## src/rtl/round_controller_pkg.sv

```systemverilog
// Shared encodings for the round controller and the player blocks: action codes,
// game-result codes and the controller's FSM states.
package round_controller_pkg;

  localparam logic [2:0] ACT_KICK   = 3'b000;
  localparam logic [2:0] ACT_PUNCH  = 3'b001;
  localparam logic [2:0] ACT_AWAIT  = 3'b010;
  localparam logic [2:0] ACT_JUMP   = 3'b011;
  localparam logic [2:0] ACT_LEFT1  = 3'b100;
  localparam logic [2:0] ACT_LEFT2  = 3'b101;
  localparam logic [2:0] ACT_RIGHT1 = 3'b110;
  localparam logic [2:0] ACT_RIGHT2 = 3'b111;

  localparam logic [1:0] WIN_NONE = 2'b00;
  localparam logic [1:0] WIN_P1   = 2'b01;
  localparam logic [1:0] WIN_P2   = 2'b10;
  localparam logic [1:0] WIN_DRAW = 2'b11;

  localparam logic [1:0] ST_COLLECT = 2'b00;
  localparam logic [1:0] ST_ISSUE   = 2'b01;
  localparam logic [1:0] ST_SETTLE  = 2'b10;
  localparam logic [1:0] ST_OVER    = 2'b11;

  // Game result implied by the post-round health pair; WIN_NONE means play on.
  function automatic logic [1:0] settle_result(input logic [1:0] h1, input logic [1:0] h2);
    logic [1:0] r;
    r = WIN_NONE;
    if (h1 == 2'b00 && h2 == 2'b00) r = WIN_DRAW;
    else if (h2 == 2'b00)           r = WIN_P1;
    else if (h1 == 2'b00)           r = WIN_P2;
    return r;
  endfunction

endpackage

```

## src/rtl/round_controller_action_latch.sv

```systemverilog
// Per-player action capture: first strobe of a round wins, a missing action
// defaults to await on timeout, and the committed flag is cleared between rounds.
module action_latch
  import round_controller_pkg::*;
(
  input  logic       clk,
  input  logic       reset,
  input  logic       sample_i,
  input  logic       btn_valid_i,
  input  logic [2:0] btn_code_i,
  input  logic       timeout_i,
  input  logic       clear_i,
  output logic       committed_o,
  output logic       commit_now_o,
  output logic [2:0] action_o
);

  logic       committed_q = 1'b0;
  logic       committed_d;
  logic [2:0] action_q = ACT_AWAIT;
  logic [2:0] action_d;
  logic       take;

  assign take = sample_i && btn_valid_i && !committed_q;

  always_comb begin
    committed_d = committed_q;
    action_d    = action_q;
    if (clear_i) begin
      // The action value is kept so the outputs hold until the next commit.
      committed_d = 1'b0;
    end else if (take) begin
      committed_d = 1'b1;
      action_d    = btn_code_i;
    end else if (timeout_i && !committed_q) begin
      committed_d = 1'b1;
      action_d    = ACT_AWAIT;
    end
  end

  always_ff @(posedge clk) begin
    if (reset) begin
      committed_q <= 1'b0;
      action_q    <= ACT_AWAIT;
    end else begin
      committed_q <= committed_d;
      action_q    <= action_d;
    end
  end

  assign committed_o  = committed_q;
  assign commit_now_o = committed_q | take;
  assign action_o     = action_q;

endmodule

```

## src/rtl/round_controller.sv

```systemverilog
// Two-player round sequencer: collects one action per player, issues them as a
// single strobe, then settles health to decide whether the game continues.
module round_controller
  import round_controller_pkg::*;
#(
  parameter int TIMEOUT = 16
) (
  input  logic       clk,
  input  logic       reset,
  input  logic       btn_valid1,
  input  logic [2:0] btn_code1,
  input  logic       btn_valid2,
  input  logic [2:0] btn_code2,
  input  logic [1:0] health1,
  input  logic [1:0] health2,
  output logic [2:0] action1,
  output logic [2:0] action2,
  output logic       actionEnable,
  output logic       isGameOver,
  output logic [1:0] winner,
  output logic [7:0] round_count
);

  localparam int TW = (TIMEOUT > 1) ? $clog2(TIMEOUT) : 1;
  localparam logic [TW-1:0] TMAX = TW'(TIMEOUT - 1);

  logic [1:0]    state_q = ST_COLLECT;
  logic [1:0]    state_d;
  logic [TW-1:0] timer_q = '0;
  logic [TW-1:0] timer_d;
  logic [7:0]    round_q = 8'd0;
  logic [7:0]    round_d;
  logic [1:0]    winner_q = WIN_NONE;
  logic [1:0]    winner_d;

  logic       in_collect, timeout, clear;
  logic       committed1, committed2, now1, now2;
  logic [1:0] result;

  assign in_collect = (state_q == ST_COLLECT);
  assign timeout    = in_collect && (timer_q == TMAX);
  assign result     = settle_result(health1, health2);
  assign clear      = (state_q == ST_SETTLE) && (result == WIN_NONE);

  action_latch u_latch1 (
    .clk          (clk),
    .reset        (reset),
    .sample_i     (in_collect),
    .btn_valid_i  (btn_valid1),
    .btn_code_i   (btn_code1),
    .timeout_i    (timeout),
    .clear_i      (clear),
    .committed_o  (committed1),
    .commit_now_o (now1),
    .action_o     (action1)
  );

  action_latch u_latch2 (
    .clk          (clk),
    .reset        (reset),
    .sample_i     (in_collect),
    .btn_valid_i  (btn_valid2),
    .btn_code_i   (btn_code2),
    .timeout_i    (timeout),
    .clear_i      (clear),
    .committed_o  (committed2),
    .commit_now_o (now2),
    .action_o     (action2)
  );

  always_comb begin
    state_d  = state_q;
    timer_d  = timer_q;
    round_d  = round_q;
    winner_d = winner_q;
    case (state_q)
      ST_COLLECT: begin
        if ((now1 && now2) || timeout) begin
          // Count on entry so round_count already reflects the round being issued.
          state_d = ST_ISSUE;
          if (round_q != 8'hFF) round_d = round_q + 8'd1;
        end else begin
          timer_d = timer_q + TW'(1);
        end
      end
      ST_ISSUE: state_d = ST_SETTLE;
      ST_SETTLE: begin
        if (result != WIN_NONE) begin
          state_d  = ST_OVER;
          winner_d = result;
        end else begin
          state_d = ST_COLLECT;
          timer_d = '0;
        end
      end
      ST_OVER: state_d = ST_OVER;
      default: state_d = ST_COLLECT;
    endcase
  end

  always_ff @(posedge clk) begin
    if (reset) begin
      state_q  <= ST_COLLECT;
      timer_q  <= '0;
      round_q  <= 8'd0;
      winner_q <= WIN_NONE;
    end else begin
      state_q  <= state_d;
      timer_q  <= timer_d;
      round_q  <= round_d;
      winner_q <= winner_d;
    end
  end

  assign actionEnable = (state_q == ST_ISSUE);
  assign isGameOver   = (state_q == ST_OVER);
  assign winner       = winner_q;
  assign round_count  = round_q;

endmodule

```

## config.mk

```make
export PLATFORM = sky130hd
export DESIGN_NAME = round_controller
export DESIGN_NICKNAME = d
export VERILOG_FILES = /design/src/rtl/round_controller_pkg.sv /design/src/rtl/round_controller_action_latch.sv /design/src/rtl/round_controller.sv
export SDC_FILE = /design/constraint.sdc
export NUM_CORES = 1
export LEC_CHECK = 0
export ABC_CLOCK_PERIOD_IN_PS = 2450
export BUFFER_PORTS_ARGS = -buffer_cell sky130_fd_sc_hd__buf_2
export CAP_MARGIN = 20
export CORE_ASPECT_RATIO = 1.2
export CORE_MARGIN = 8
export CORE_UTILIZATION = 50
export DETAILED_ROUTE_END_ITERATION = 6
export PLACE_DENSITY = 0.77
export RECOVER_POWER = 50
export SLEW_MARGIN = 20
export SYNTH_ARGS = -nofsm -noshare
export SYNTH_HDL_FRONTEND = slang
export SYNTH_SLANG_ARGS = --single-unit
```

## constraint.sdc

```tcl
create_clock -name clk -period 2.45 [get_ports clk]
set_input_delay 0.3675 -clock clk [delete_from_list [all_inputs] [get_ports clk]]
set_output_delay 0.3675 -clock clk [all_outputs]
set_load 0.02 [all_outputs]
```

Word level (Yosys, flattened, before mapping):

Cells that the tools add are included.

* flip-flop bits (word level): 24
* output and inout port bits: 18
* word-level logic and storage cells: 65

* add/sub/neg operators: 2
* equality and inequality tests: 8
* multiplexer cells: 17
* bitwise logic cells: 3
* reductions and logical operators: 27

Operators by type and width (count)
* $mux W3: 4
* $logic_and A1 B1 Y1: 10
* $mux W2: 5
* $add A8 B1 Y8 const B: 1
* $logic_not A2 Y1: 4
* $mux W4: 2
* $ne A8 B8 Y1 const B: 1
* $pmux W2 S4: 1
* $pmux W4 S2: 1
* $reduce_bool A2 Y1: 4
* $reduce_and A2 Y1: 3
* $reduce_and A3 Y1: 2
* $add A4 B1 Y4 const B: 1
* $eq A2 B2 Y1 const B: 2
* $eq A4 B4 Y1 const B: 1
* $mux W1: 4
* $ne A2 B2 Y1 const B: 2
* $eq A2 B1 Y1 const B: 1
* $logic_not A1 Y1: 2
* $ne A2 B1 Y1 const B: 1
* $or A1 B1 Y1: 2
* $reduce_or A2 Y1: 1
* $logic_or A1 B1 Y1: 1
* $not A1 Y1: 1

Depth between registers and ports, before layout:

Gate-level depths: netlist of run 1.

* word-level depth: 8
* mapped depth: 7
* depth with buffers taken out: 5

Modules after synthesis:

From an unflattened synthesis of run 1, not the netlist that was laid out.

* cells, all modules: 128
* area total of the unflattened synthesis: 1126.1 µm²

By module, submodules not included
* round_controller: times used 1, cells each 88, area each 773.2 µm², sequential area each 320.3 µm²
* action_latch: times used 2, cells each 20, area each 176.4 µm², sequential area each 80.1 µm²

Worst setup path after synthesis of run 1:

Ideal clock, no wire load.

* path type: register to register
* start point: reg timer_q[0]
* end point: reg round_q[5], in the netlist round_count[5]
* setup time: 0.121 ns
* arrival time: 1.620 ns
* data required time: 2.329 ns
* path slack: 0.709 ns
* stages on the path, launching flop included: 8
* path buffers: 2
* period minus slack after synthesis: 1.741 ns
* cells stage by stage: dfxtp_1 > ha_1 > and3_1 > buf_6 > o21ai_2 > buf_6 > nor4_1 > mux2_2

* word-level cells in the longest chain between the ends: 4

Ends and longest elaborated chain
* from (decl): RTL line round_controller.sv:29 `logic [TW-1:0] timer_q = '0;`
* from (signal assigned): RTL line round_controller.sv:109 `timer_q <= timer_d;`
* $eq A4 B4 Y1: RTL line round_controller.sv:41 `assign timeout = in_collect && (timer_q == TMAX);`
* $logic_and A1 B1 Y1: RTL line round_controller.sv:41
* $logic_or A1 B1 Y1: RTL line round_controller.sv:78 `if ((now1 && now2) || timeout) begin`
* $reduce_and A3 Y1 (no line)
* to (signal assigned): RTL line round_controller.sv:110 `round_q <= round_d;`
* to (decl): RTL line round_controller.sv:31 `logic [7:0] round_q = 8'd0;`

No other way between the ends.
A chain may end at the register's enable or synchronous reset.

Final worst setup path of run 1:

Ends and elaborated chain as after synthesis.

==> impl_results.md, run 1 <==
- Post-route ant nets: 0
- Critical path endpoint category: flop
- Min-Delay Path Depth: 3
- Synth top area cells: dfxtp_1 41%, a21oi_1 4.7%, nor2_1 3.9%
- Worst slew margin: 69.70%
- Synth unique cells: 38
- Critical path data required time: 2.65 ns
- Detailed Routing Iterations Pass 1: 4
- Critical Path Source: timer_q[0]
- P&R area growth vs syn: 13.27%
- Clk_skew: 0.008640 ns
- Synth top cells by count: 24 x dfxtp_1, 12 x nor2_1, 11 x a21oi_1
- Num CTS Buffers: 3
- Worst slew pin tran: 0.4528 ns
- Yosys reg bits: 24
- I/O pins: 32
- Pin count of the biggest net entering global routing: 26
- Arrival time at the worst endpoint: 2.15 ns
- VDD IR max: 0.3683 mV
- Crit path time final: 1.945 ns
- Routed WL per cell: 13.40 um
- Clk sinks: 24
- Vias/cell: 5.689
- Port bufs: 31
- Worst skew pair latency: 0.30 ns
- WS Path Type: reg2reg
- RSZ-0062 raised after global routing: false
- CTS clk-pin slew, worst paths: 0.13 ns
- CP startpoint kind: flop
- Final slew viol count: 0
- Grt ovf: 0
- Total Nets Final: 176
- DRC Markers: 0
- Post-cts hold buffer count: 0
- Mapped Cells: 129
- Clk buf depth: 2
- Share of cells above drive strength 1: 16.35%
- HP Class: in2reg
- Outcome: completed
- Top-count cell post-synth: dfxtp_1
- Inst Count DP: 186
- Leakage power: 0.4884 nW
- Routability Congestion: 0.8959
- Setup TNS: 0 ns
- CTS tree: yes
- First-pass GRT wire length: 4312 um
- Syn nets: 145
- ANT cells: 0
- Hold Startpoint: btn_code1[1]
- Placement Cell Area: 1297 um^2
- Area of the core: 2235 um^2
- Final hold vios: 0
- Setup ws final: 0.5048 ns
- Final setup vio count: 0
- Setup Buffers After CTS: 0
- Mapped Avg Cell Area: 8.991 um^2
- Post_cts resized: 0
- Reg2reg start: timer_q[0]
- Setup WS pre-CTS: 0.5441 ns
- Synth warn: 0
- Fin area: 1314 um^2
- Max_cap viols: 0
- Largest fanout on the critical path: 11
- Total wire length: 2546 um
- Layout Cells excl Fill: 190
- Die Span X: 59.97 um
- Initial antenna violation count: 0
- Cell taking the most area after synthesis: dfxtp_1
- Seq/Total Area, Yosys: 41.42%
- Number of enable flip-flop cells after synthesis: 0
- DR iter-0 viols: 39
- Row count: 19
- Vias in the first global route: 1010
- Chip height: 68.76 um
- Ys async rst share: 0%
- FF-to-FF path depth: 5
- DR vias: 1081
- Pwr per Cell Area: 666.9 nW/um^2
- Fmax: 514.1 MHz
- Synthesized area: 1160 um^2
- H-tree Lvls: 1
- Yosys top cell area share: 41.42%
- Initial Utilization: 51.90%
- Die ar.: 4123 um^2
- Fin crit share: 79.39%
- CTS root buffer: clkbuf_4
- HPWL Detailed: 1944 um
- Global-route usage over all layers: 13.17%
- Most used DFF post-synth: dfxtp_1
==> placed cells by master (no fill, tap or decap), drive strengths merged, types with 3 or more instances in the layout <==
| master | n |
|---|---|
| or4 | 3 |
| dfxtp | 24 |
| clkbuf | 20 |
| or3 | 3 |
| o21ai | 6 |
| o21bai | 3 |
| a31oi | 3 |
| a32oi | 4 |
| nor2 | 13 |
| nor3 | 5 |
| nand2b | 3 |
| nand3 | 7 |
| nand2 | 9 |
| a21oi | 11 |
| buf | 15 |
| nor2b | 5 |
==> kinds of logic (layout without fill, tap and decap cells) <==
kind of cell | after synthesis | after routing | synth area share [%]
mux | 4 | 4 | 3.668
compound gates | 37 | 37 | 21.25
buf+inv | 7 | 37 | 5.502
fa+ha+maj | 2 | 2 | 2.157
flops | 24 | 24 | 41.42
simple gates | 55 | 55 | 26.00
==> power by group <==
| part | total [mW] | leakage, nW | internal (mW) | switching, mW |
|---|---|---|---|---|
| Sequential | 0.462 | 0.196 | 0.423 | 0.0389 |
| Clock | 0.201 | 0.0210 | 0.0906 | 0.111 |
| Combinational | 0.213 | 0.272 | 0.0833 | 0.130 |
| Total | 0.876 | 0.488 | 0.597 | 0.279 |
==> path summary, 6_finish.rpt <==
check / endpoint / slack [ns]
worst max-delay path: round_count[5] / 0.50
worst min-delay path: u_latch1.action_o[1] / 0.30
worst max register to register: round_count[5] / 0.50
worst min register to register: winner[0] / 0.47
==> sequential cells by signal, indices dropped and copies added, names as in the netlist <==
signal                cells
state_q                   2
u_latch1.committed_o      1
timer_q                   4
winner                    2
round_count               8
u_latch1.action_o         3
u_latch2.committed_o      1
u_latch2.action_o         3
==> routing by layer <==
| metal | track usage (%) | vias to the layer above | part of all wire, % |
|---|---|---|---|
| li1 | - | 546 | - |
| met1 | 15.53 | 503 | 44 |
| met2 | 22.27 | 26 | 51 |
| met3 | 2.968 | 6 | 2.9 |
| met4 | 5.970 | 0 | 1.5 |
| met5 | 0 | - | 0 |
==> per-stage QoR <==
step	power, mW	hold WS (ns)	util [%]
2_1_floorplan	0.6371	0.4518	-
3_3_place_gp	0.6744	0.4416	58.06
3_5_place_dp	0.6863	0.4510	58.06
4_1_cts	0.8860	0.2927	59.69
5_1_grt	0.9316	0.2943	58.79
6_report	0.8762	0.3009	58.79
==> worst max-delay path, stage by stage (launching register included) <==
cell	delay, ns
dfxtp_1	0.41
ha_1	0.23
and3_1	0.31
o21ai_2	0.18
nor4_1	0.34
mux2_2	0.37
==> layout make-up <==
class                   count  area (um^2)
fillers                   225        920.9
well taps                  31        38.79
inverters                   2        7.507
repair buffers             31        135.1
clock buffers               4        36.28
flip-flops and latches     24        480.5
multi-input cells          98        615.6
Note: power is estimated with default switching activity, not from simulation.
==> run 2: changes to the inputs <==
ABC_CLOCK_PERIOD_IN_PS = 1900   (was 2450)
clock period = 1.9 ns   (was 2.45 ns; I/O delays follow)
==> impl_results.md, run 2 (same netlist as run 1, synthesis figures left out) <==
- Setup ws final: 0.1173 ns (was 0.5048 ns)
- CTS clk-pin slew, worst paths: 0.13 ns (about the same)
- Clk sinks: 24 (unchanged)
- FF-to-FF path depth: 5 (unchanged)
- ANT cells: 0 (unchanged)
- Chip height: 68.76 um (unchanged)
- Outcome: completed (unchanged)
- Vias in the first global route: 1072 (was 1010)
- Worst slew pin tran: 0.4813 ns (was 0.4528 ns)
- VDD IR max: 0.4916 mV (was 0.3683 mV)
- Area of the core: 2235 um^2 (unchanged)
- Global-route usage over all layers: 13.59% (was 13.17%)
- Min Hold Slack: 0.2129 ns (was 0.3009 ns)
- H-tree Lvls: 1 (unchanged)
- Critical path endpoint category: flop (unchanged)
- I/O pins: 32 (unchanged)
- Largest fanout on the critical path: 11 (unchanged)
- Max reg flops: 8 (unchanged)
- CTS root buffer: clkbuf_4 (unchanged)
- Pwr per Cell Area: 827.4 nW/um^2 (was 666.9 nW/um^2)
- Num CTS Buffers: 3 (unchanged)
- Crit path time final: 1.783 ns (was 1.945 ns)
- P&R area growth vs syn: 13.27% (unchanged)
- Final hold vios: 0 (unchanged)
- Initial Utilization: 51.90% (unchanged)
- Arrival time at the worst endpoint: 2.00 ns (was 2.15 ns)
- Multi-input logic area: 621.8 um^2 (was 615.6 um^2)
- Final slew viol count: 0 (unchanged)
- Grt ovf: 0 (unchanged)
- Clk buf depth: 2 (unchanged)
- Fin area: 1314 um^2 (unchanged)
- Most common cell after layout, fill and taps aside: dfxtp_1 (unchanged)
- First-pass GRT wire length: 4436 um (was 4312 um)
- Die ar.: 4123 um^2 (unchanged)
- CP startpoint kind: flop (unchanged)
- WS Path Type: reg2reg (unchanged)
- Port bufs: 31 (unchanged)
- Final core occ: 58.79% (unchanged)
- Initial antenna violation count: 0 (unchanged)
- Post-route ant nets: 0 (unchanged)
- Final setup vio count: 0 (unchanged)
- DR iter-0 viols: 45 (was 39)
- Clk_skew: 0.009653 ns (was 0.008640 ns)
- Detailed Routing Iterations Pass 1: 4 (unchanged)
- Switching power of the nets: 0.3594 mW (was 0.2795 mW)
- Critical path data required time: 2.12 ns (was 2.65 ns)
- HP Class: in2reg (unchanged)
- DRC Markers: 0 (unchanged)
- Max_cap viols: 0 (unchanged)
- Row count: 19 (unchanged)
- DR vias: 1078 (was 1081)
- Routed WL per cell: 13.87 um (was 13.40 um)
- Gate power share: 25.2% (was 24.3%)
- Leakage power: 0.4868 nW (was 0.4884 nW)
- Die Span X: 59.97 um (unchanged)
- Setup TNS: 0 ns (unchanged)
- FF+latch area: 480.5 um^2 (unchanged)
- Setup WS pre-CTS: 0.1709 ns (was 0.5441 ns)
- Total Nets Final: 177 (was 176)
- Share of cells above drive strength 1: 16.98% (was 16.35%)
- Sw frac: 33.06% (was 31.89%)
- Vias/cell: 5.674 (was 5.689)
- Min-Delay Path Depth: 3 (unchanged)
- Routability Congestion: 0.7808 (was 0.8959)
- Fmax: 561.0 MHz (was 514.1 MHz)
- CTS tree: yes (unchanged)
- Power share of the clock group: 20.1% (was 23.0%)
- Placement Cell Area: 1305 um^2 (was 1297 um^2)
- Pin count of the biggest net entering global routing: 26 (unchanged)
- Fill count: 227 (was 225)
- Worst skew pair latency: 0.31 ns (was 0.30 ns)
- HPWL Detailed: 1973 um (was 1944 um)
- Worst slew margin: 67.80% (was 69.70%)
- Setup Buffers After CTS: 0 (unchanged)
- Internal power: 0.7276 mW (was 0.5967 mW)
- Seq pwr share: 54.7% (was 52.7%)
- Fin crit share: 93.82% (was 79.39%)
- Most frequent cells in the layout: 24 x dfxtp_1, 16 x clkbuf_1, 15 x buf_2 (unchanged)
- Total wire length: 2636 um (was 2546 um)
==> run 2: changes by cell type in the layout (fill, tap and decap cells not counted) <==
cell,change
buf_4,+1
clkbuf_8,-1
nor4_1,-1
nor4_2,+1
==> run 2: layer usage <==
metal  global-route usage (%)  up-vias  wire length, um
li1                         -      548                -
met1                    15.10      511             1099
met2                    24.70       14             1419
met3                    2.783        5               75
met4                    5.373        0               41
met5                        0        -                0
==> run 2: power by group through the flow <==
stage	clock network, mW	logic [mW]	registers (mW)
4_1_cts	0.225	0.279	0.593
2_1_floorplan	0	0.208	0.613
3_3_place_gp	0	0.268	0.600
6_report	0.218	0.274	0.595
5_1_grt	0.260	0.307	0.603
3_5_place_dp	0	0.279	0.605
==> run 2: worst paths after layout <==
| kind | slack (ns) | start | endpoint |
|---|---|---|---|
| worst max-delay path | 0.12 | timer_q[0] | round_count[4] |
| worst min-delay path | 0.21 | btn_code1[1] | u_latch1.action_o[1] |
| worst max register to register | 0.12 | timer_q[0] | round_count[4] |
| worst min register to register | 0.47 | winner[1] | winner[1] |
==> run 2: critical path, cell delays in order (launching register included) <==
cell and delay [ns]:
dfxtp_1 0.41, ha_1 0.24, and3_1 0.21, o21ai_2 0.15, nor4b_1 0.31, mux2_2 0.37
==> run 2: what timing repair did <==
item	4_1_cts	5_1_grt
gates resized for setup	0	1
hold buffers	0	0
setup endpoints to repair	0	1
==> run 2: cell type report <==
class | instances | share of cell area, %
flip-flops and latches | 24 | 36.57
inverters | 2 | 0.5714
clock buffers | 3 | 1.714
multi-input cells | 98 | 47.33
repair buffers | 32 | 10.86
well taps | 31 | 2.952
==> run 2: through the flow <==
| step | instances | total power [mW] |
|---|---|---|
| floorplan | 129 | 0.8215 |
| finish | 190 | 1.087 |
| global route | 190 | 1.170 |
| CTS | 190 | 1.097 |
| detailed placement | 187 | 0.8836 |
| global placement | 187 | 0.8681 |
==> run 3: changes to the inputs <==
==> constraint.sdc (replaced) <==
create_clock -name clk -period 1.9 [get_ports clk]
set_input_delay 0.095 -clock clk [delete_from_list [all_inputs] [get_ports clk]]
set_output_delay 0.095 -clock clk [all_outputs]
set_load 0.02 [all_outputs]
==> impl_results.md, run 3 (same netlist as run 1, synthesis figures left out) <==
- Setup Buffers After CTS: 0 (unchanged)
- Max_cap viols: 0 (unchanged)
- Grt ovf: 0 (unchanged)
- HP Class: in2reg (unchanged)
- Post-route ant nets: 0 (unchanged)
- DR vias: 1077 (was 1078)
- Reg-to-reg slack, setup: 0.12 ns (about the same)
- H-tree Lvls: 1 (unchanged)
- Routability Congestion: 0.7808 (unchanged)
- Leakage power: 0.4858 nW (was 0.4868 nW)
- WP buf/inv: 0 (unchanged)
- Final slew viol count: 0 (unchanged)
- Most common cell after layout, fill and taps aside: dfxtp_1 (unchanged)
- Crit path time final: 1.783 ns (unchanged)
- Layout Cells excl Fill: 190 (unchanged)
- Detailed Routing Iterations Pass 1: 4 (unchanged)
- I/O pins: 32 (unchanged)
- Most frequent cells in the layout: 24 x dfxtp_1, 16 x clkbuf_1, 15 x buf_2 (unchanged)
- Inst Count DP: 187 (unchanged)
- Stages on worst setup path: 5 (unchanged)
- Total Nets Final: 177 (unchanged)
- Area of the core: 2235 um^2 (unchanged)
- CTS tree: yes (unchanged)
- Die ar.: 4123 um^2 (unchanged)
- Num CTS Buffers: 3 (unchanged)
- Final hold vios: 0 (unchanged)
- Pwr per Cell Area: 827.5 nW/um^2 (was 827.4 nW/um^2)
- Crit-path slowest cell: dfxtp_1 (unchanged)
- First-pass GRT wire length: 4436 um (unchanged)
- Crit-path cells: ha_1, and3_1, o21ai_2, nor4b_1, mux2_2 (unchanged)
- Worst skew pair latency: 0.31 ns (about the same)
- Worst path max stage delay: 0.41 ns (about the same)
- Setup WS pre-CTS: 0.1709 ns (unchanged)
- Arrival time at the worst endpoint: 2.00 ns (about the same)
- Final setup vio count: 0 (unchanged)
- Largest fanout on the critical path: 11 (unchanged)
- Initial antenna violation count: 0 (unchanged)
- Max reg flops: 8 (unchanged)
- Chip height: 68.76 um (unchanged)
- Top cell family by delay on the critical path: simple AND/OR/NAND/NOR gates (unchanged)
- Pin count of the biggest net entering global routing: 26 (unchanged)
- Die Span X: 59.97 um (unchanged)
- Outcome: completed (unchanged)
- Critical path data required time: 2.12 ns (about the same)
- Critical path endpoint category: flop (unchanged)
- VDD IR max: 0.4916 mV (unchanged)
- Placement Cell Area: 1305 um^2 (unchanged)
- Min-Delay Path Depth: 3 (unchanged)
- DR iter-0 viols: 45 (unchanged)
- Global-route usage over all layers: 13.59% (unchanged)
- Clk buf depth: 2 (unchanged)
- Total wire length: 2638 um (was 2636 um)
- Post_cts resized: 0 (unchanged)
- Setup ws final: 0.1173 ns (unchanged)
- Fin crit share: 93.82% (unchanged)
- CTS clk-pin slew, worst paths: 0.13 ns (about the same)
- CTS root buffer: clkbuf_4 (unchanged)
- DRC Markers: 0 (unchanged)
- Row count: 19 (unchanged)
- Routed WL per cell: 13.88 um (was 13.87 um)
- WS Path Type: reg2reg (unchanged)
- Fmax: 561.0 MHz (unchanged)
- FF-to-FF path depth: 5 (unchanged)
- Vias/cell: 5.668 (was 5.674)
- CP startpoint kind: flop (unchanged)
- P&R area growth vs syn: 13.27% (unchanged)
- Setup TNS: 0 ns (unchanged)
- Clk sinks: 24 (unchanged)
- HPWL Detailed: 1973 um (unchanged)
- Worst slew pin tran: 0.4813 ns (unchanged)
- ANT cells: 0 (unchanged)
- Vias in the first global route: 1072 (unchanged)
- Share of cells above drive strength 1: 16.98% (unchanged)
- Initial Utilization: 51.90% (unchanged)
- Port bufs: 31 (unchanged)
- Worst slew margin: 67.80% (unchanged)
- Post-cts hold buffer count: 0 (unchanged)
- Clk_skew: 0.009653 ns (unchanged)
- Fin area: 1314 um^2 (unchanged)
## run 3: changes by cell type in the layout (fill, tap and decap cells not counted)
cell and delta:
and2_0 +1, and2_1 -1
## run 3: metrics by stage
| step | hold slack [ns] | util (%) | power [mW] |
|---|---|---|---|
| 6_report | 0.02286 | 58.79 | 1.087 |
| 5_1_grt | 0.02515 | 58.79 | 1.170 |
| 4_1_cts | 0.01985 | 59.41 | 1.097 |
| 3_5_place_dp | 0.3493 | 58.40 | 0.8836 |
| 3_3_place_gp | 0.3319 | 58.40 | 0.8681 |
| 2_1_floorplan | 0.2441 | - | 0.8215 |
## run 3: layer usage
layer	global-route usage (%)	routed length [um]	vias to the layer above
met5	0	0	-
met4	5.373	41	0
met3	2.783	75	5
met2	24.70	1419	14
met1	15.10	1102	511
li1	-	-	547
## run 3: report_power, final
group	internal (mW)	switching (mW)
clock network	0.0742	0.144
registers	0.545	0.0499
logic	0.108	0.166
## run 3: final timing paths
kind	endpoint	startpoint
hold reg to reg	winner[1]	winner[1]
hold / removal	u_latch1.action_o[1]	btn_code1[1]
setup reg to reg	round_count[4]	timer_q[0]
setup / recovery	round_count[4]	timer_q[0]
## run 3: final cells by class
cell class | instances | area, um^2
Clock buffer | 3 | 22.52
Sequential cell | 24 | 480.5
Multi-Input combinational cell | 98 | 621.8
Fill cell | 227 | 920.9
Inverter | 2 | 7.507
Tap cell | 31 | 38.79
Timing Repair Buffer | 32 | 142.6
## run 3: tightest hold or removal path: cells and delay by family
kind | cells | cell delay (ns)
buf+inv | 1 | 0.08
simple gates | 1 | 0.03
compound gates | 1 | 0.10
